`src/rtl/unary_reduce_serial.sv`:
```
// Purpose: serial AND/NAND/OR/NOR/XOR/XNOR reduction of an N-bit operand, W bits per cycle, LSB chunk first.
// Latency: out_valid rises K = ceil(N/W) edges after the accept edge (fewer with EARLY_EXIT on AND/OR families).
// Backpressure: one operand in flight; result held stable in DONE until out_ready, in_ready low until back in IDLE.
//
// Ports:
//   clk, rst_n          clock, asynchronous active-low reset
//   in_valid/in_ready   operand handshake (a, op latched on accept)
//   a [N-1:0], op [2:0] operand and op code (000 AND .. 101 XNOR, 11x reserved -> AND with err)
//   out_valid/out_ready result handshake
//   c, err, cycles      result bit, reserved-op flag, chunks consumed
module unary_reduce_serial #(
    parameter int N          = 32,
    parameter int W          = 8,
    parameter int EARLY_EXIT = 0
) (
    input  logic                                   clk,
    input  logic                                   rst_n,
    input  logic                                   in_valid,
    output logic                                   in_ready,
    input  logic [N-1:0]                           a,
    input  logic [2:0]                             op,
    output logic                                   out_valid,
    input  logic                                   out_ready,
    output logic                                   c,
    output logic                                   err,
    output logic [$clog2(((N+W-1)/W)+1)-1:0]       cycles
);

    localparam int K  = (N + W - 1) / W;
    localparam int KW = K * W;
    localparam int CW = $clog2(K + 1);

    typedef enum logic [1:0] {IDLE, BUSY, DONE} state_t;
    typedef enum logic [1:0] {BASE_AND, BASE_OR, BASE_XOR} base_t;

    state_t          state_q, state_d;
    base_t           base_q, base_dec;
    logic            inv_q, inv_dec;
    logic            err_q, err_dec;
    logic            acc_q, acc_n;
    logic [KW-1:0]   a_sh_q;
    logic [KW-1:0]   a_pad;
    logic [CW-1:0]   cnt_q;
    logic            c_q;
    logic [CW-1:0]   cycles_q;
    logic [W-1:0]    chunk;
    logic            pad_bit;
    logic            decided;
    logic            last;
    logic            finish;
    logic            take;

    // Op decode; reserved codes reduce as plain AND and raise err.
    always_comb begin
        base_dec = BASE_AND;
        inv_dec  = 1'b0;
        err_dec  = 1'b0;
        case (op)
            3'b000: begin base_dec = BASE_AND; inv_dec = 1'b0; end
            3'b001: begin base_dec = BASE_AND; inv_dec = 1'b1; end
            3'b010: begin base_dec = BASE_OR;  inv_dec = 1'b0; end
            3'b011: begin base_dec = BASE_OR;  inv_dec = 1'b1; end
            3'b100: begin base_dec = BASE_XOR; inv_dec = 1'b0; end
            3'b101: begin base_dec = BASE_XOR; inv_dec = 1'b1; end
            default: begin base_dec = BASE_AND; inv_dec = 1'b0; err_dec = 1'b1; end
        endcase
    end

    // Identity of the base op doubles as the pad value above bit N-1 and the
    // initial accumulator, so the partial last chunk cannot change the result.
    assign pad_bit = (base_dec == BASE_AND);

    always_comb begin
        a_pad        = {KW{pad_bit}};
        a_pad[N-1:0] = a;
    end

    // The operand is shifted down one chunk per fold, so the current chunk is
    // always the low W bits (no wide index mux).
    assign chunk = a_sh_q[W-1:0];

    always_comb begin
        acc_n = acc_q;
        case (base_q)
            BASE_AND: acc_n = acc_q & (&chunk);
            BASE_OR:  acc_n = acc_q | (|chunk);
            BASE_XOR: acc_n = acc_q ^ (^chunk);
            default:  acc_n = acc_q;
        endcase
    end

    assign decided = (EARLY_EXIT != 0) &&
                     (((base_q == BASE_AND) && !(&chunk)) ||
                      ((base_q == BASE_OR)  &&  (|chunk)));
    assign last    = (cnt_q == CW'(K - 1));
    assign finish  = last || decided;

    // in_ready is also gated by rst_n so it reads 0 for the whole reset pulse.
    assign in_ready  = rst_n && (state_q == IDLE);
    assign out_valid = (state_q == DONE);
    assign take      = in_valid && in_ready;
    assign c         = c_q;
    assign err       = err_q;
    assign cycles    = cycles_q;

    always_ff @(posedge clk or negedge rst_n) begin
        if (!rst_n) begin
            state_q <= IDLE;
        end else begin
            state_q <= state_d;
        end
    end

    always_comb begin
        state_d = state_q;
        case (state_q)
            IDLE:    if (take)      state_d = BUSY;
            BUSY:    if (finish)    state_d = DONE;
            DONE:    if (out_ready) state_d = IDLE;
            default:                state_d = IDLE;
        endcase
    end

    always_ff @(posedge clk or negedge rst_n) begin
        if (!rst_n) begin
            base_q   <= BASE_AND;
            inv_q    <= 1'b0;
            err_q    <= 1'b0;
            acc_q    <= 1'b0;
            a_sh_q   <= '0;
            cnt_q    <= '0;
            c_q      <= 1'b0;
            cycles_q <= '0;
        end else begin
            if (state_q == IDLE && take) begin
                base_q <= base_dec;
                inv_q  <= inv_dec;
                err_q  <= err_dec;
                acc_q  <= pad_bit;
                a_sh_q <= a_pad;
                cnt_q  <= '0;
            end else if (state_q == BUSY) begin
                acc_q  <= acc_n;
                a_sh_q <= a_sh_q >> W;
                cnt_q  <= cnt_q + CW'(1);
                if (finish) begin
                    c_q      <= acc_n ^ inv_q;
                    cycles_q <= cnt_q + CW'(1);
                end
            end
        end
    end

endmodule

```
`config.mk`:
```
export PLATFORM = sky130hd
export DESIGN_NAME = unary_reduce_serial
export DESIGN_NICKNAME = d
export VERILOG_FILES = /design/src/rtl/unary_reduce_serial.sv
export SDC_FILE = /design/constraint.sdc
export NUM_CORES = 1
export LEC_CHECK = 0
export ABC_AREA = 1
export CAP_MARGIN = 20
export CORE_UTILIZATION = 51
export CTS_CLUSTER_SIZE = 12
export DETAILED_ROUTE_END_ITERATION = 10
export PLACE_DENSITY = 0.79
export SYNTH_ARGS = -nofsm -noshare
export SYNTH_HDL_FRONTEND = slang
export SYNTH_SLANG_ARGS = --single-unit
```
`constraint.sdc`:
```
create_clock -name clk -period 1.77 [get_ports clk]
set_input_delay 0.177 -clock clk [delete_from_list [all_inputs] [get_ports clk]]
set_output_delay 0.177 -clock clk [all_outputs]
set_load 0.05 [all_outputs]
```
==> results_dict.tcl <==
set metrics [dict create \
    postLayoutCoreUtil 0.690 \
    synth_top_area_share 0.519 \
    h-tree-depth 2 \
    grt_pass1_vias 1679 \
    synth.cell_area_um2 2220 \
    layout-drive-gt1-share 0.0807 \
    synth_compound_area_frac 0.163 \
    hpwl_mm 3.35 \
    wl_per_cell_um 13.5 \
    drc 0 \
    reg2regPathDepth 14 \
    worstPathArrival_ns 1.45 \
    layout_common_cells "63 x nand2_1, 46 x dfrtp_1, 42 x clkdlybuf4s50_1" \
    finalSetupTns_ns 0 \
    dr.pass1.iters 4 \
    timing.fmax_mhz 613 \
    yosysTopAreaCell "dfrtp_1" \
    slew_viol_final 0 \
    synth.area.top_cells "dfrtp_1 52%, nand2_1 11%, ha_1 7.3%" \
    root_buffer "clkbuf_8" \
    min_period_ns 1.63 \
    cp.buffers_inverters 1 \
    crit_start "err" \
    rsz0062_at_grt "false" \
    critPathTopFamily "buffers and inverters" \
    grt_overflow 0 \
    r2r-start "a_sh_q[3]" \
    syn_nets 286 \
    p_comb_frac 0.489 \
    crit_cells 1 \
    synth_warnings 0 \
    ys_seq_area_frac 0.519 \
    place_inst 328 \
    grt_pass1_wl_mm 7.67 \
    clock_path_buffers 2 \
    numPortBuffers 45 \
    fin_hold_ws_ns -0.0164 \
    reg2reg_slack_ns 0.19 \
    fill_cells 346 \
    path_clk_slew_ns 0.08 \
    final_net_count 337 \
    outcome "finished with violations" \
    p_int_mw 2.63 \
    fin_worst_skew_ns 0.00238 \
    rr_endpoint "c" \
    setup_viol_count_final 0 \
    period_share 0.921 \
    synth-xor-area-share 0.00395 \
    regArea_um2 1150 \
    grt_max_degree 47 \
    fin_cells 335 \
    numCtsBuffers 5 \
    required_ns 1.59 \
    antenna_found_initial 0 \
    rows 23 \
    worst_path_max_delay_cell "clkdlybuf4s50_1" \
    path_max_fanout 2 \
    netlist_instances 234 \
    ir_drop_mv 0.726 \
    area_delta_synth_final_pct 27.3 \
    hold_viol_final 46 \
    ioPinCount 46 \
    syn_area_per_cell_um2 9.47 \
    startpoint_type "flip-flop" \
    vias 1726 \
    cts.hold.buffers_added 0 \
    final_common_cell "nand2_1" \
    worstSkewPairLatency_ns 0.29 \
    num_antenna_cells 0 \
    gp_congestion 0.788 \
    coreArea_um2 4090 \
    start_util 0.543 \
    hold_path.class "in2async" \
    multi_input_area_um2 875 \
    die_h_um 67.9 \
    p_clk_frac 0.131 \
    pwr-share-seq 0.380 \
    die_area_um2 4620 \
    slowest_delay_ns 0.80 \
    dieWidth_um 67.9 \
    cts_tree "yes" \
    path_cells "clkdlybuf4s50_1" \
    violations "negative hold slack" \
    yosysUniqueCellTypes 24 \
    synth-adder-area-share 0.0734 \
    p_sw_mw 1.92 \
    finalPower_mw 4.55 \
    critPathCapture "err" \
    vias_per_cell 5.15 \
    worst_pin_slew_ns 0.569 \
    grt.total_usage 0.230 \
    postRouteAntennaNets 0 \
    yosys.area_share.simple 0.151 \
    cts_sinks 46 \
    leakagePower_nw 1.34 \
    muxShareOfSynthArea 0 \
    setup.worst_path.class "reg2out" \
    max_slew_margin 0.620 \
    initialDrtViolationCount 129 \
    p_sw_frac 0.421 \
    wirelength_mm 4.52 \
    maxCapViolCount 0 \
    synth_seq_cells 46 \
    power_density_nw_per_um2 1610 \
    synth_top_family_by_area "compound AO/OA/AOI/OAI gates" \
    crit_path_end_kind "output port" \
]
==> timing repair <==
item                                    CTS  global route
endpoints found under the setup margin    0             1
resized for setup                         0             1
setup buffers                             0             0
==> final cells by class <==
cell class	instances	share of cell area
flip-flops and latches	46	0.408
multi-input cells	143	0.310
well taps	50	0.0222
repair buffers	52	0.184
clock buffers	7	0.0271
inverters	37	0.0492
==> kinds of logic after synthesis <==
logic type / count (synthesis)
fa+ha+maj: 13
simple gates: 78
flops: 46
xor+xnor: 1
buf+inv: 45
compound gates: 51
==> how the worst min path moves through the flow <==
| stage | start | endpoint | slack, ns | cells past startpoint |
|---|---|---|---|---|
| final | rst_n | base_q[1] | -0.02 | 2 |
| after global routing | rst_n | cycles[1] | 0.03 | 2 |
| after CTS | rst_n | base_q[1] | 0.0007 | 2 |
| after detailed placement | rst_n | cycles[1] | 0.31 | 2 |
| after global placement | rst_n | cycles[1] | 0.32 | 2 |
| after floorplan | rst_n | a_sh_q[0] | -0.12 | 0 |
==> synthesized netlist by cell type <==
cell type  instances
nand2_1           63
dfrtp_1           46
inv_1             35
o21ai_0           17
ha_1              13
o211ai_1           9
a22oi_1            8
nand3_1            8
o221ai_1           8
a32o_1             4
buf_2              3
buf_6              3
nor2_1             3
a21oi_1            2
inv_2              2
nand2_4            2
a22oi_2            1
buf_4              1
clkbuf_1           1
nand2_2            1
nor3b_4            1
o21bai_1           1
o31ai_1            1
xor2_1             1
==> power by group through the flow <==
stage	sequential, mW	clock, mW	combinational [mW]
CTS	1.73	0.605	2.21
floorplan	1.87	0	1.41
finish	1.73	0.596	2.23
global placement	1.73	0	2.13
global route	1.78	0.655	2.51
detailed placement	1.75	0	2.20
==> layer usage <==
metal	GRT usage	vias up	share of wire
met5	0	-	0
met2	0.371	39	0.50
met4	0.0755	0	0.0088
li1	-	871	-
met3	0.0517	4	0.033
met1	0.306	812	0.46
==> per-stage QoR <==
step	setup slack, ns	instance area [um2]
after floorplan	0.0504	2220
after global placement	0.258	2740
after detailed placement	0.189	2740
after CTS	0.126	2810
after global routing	0.0209	2820
final	0.139	2820
==> sequential cells by signal (all words and copies together), names as in the netlist <==
signal and count:
inv_q 1, cycles 3, cnt_q 3, err 1
acc_q 1, state_q 2, base_q 2, a_sh_q 32
c 1
(Power assumes the default switching activity.)
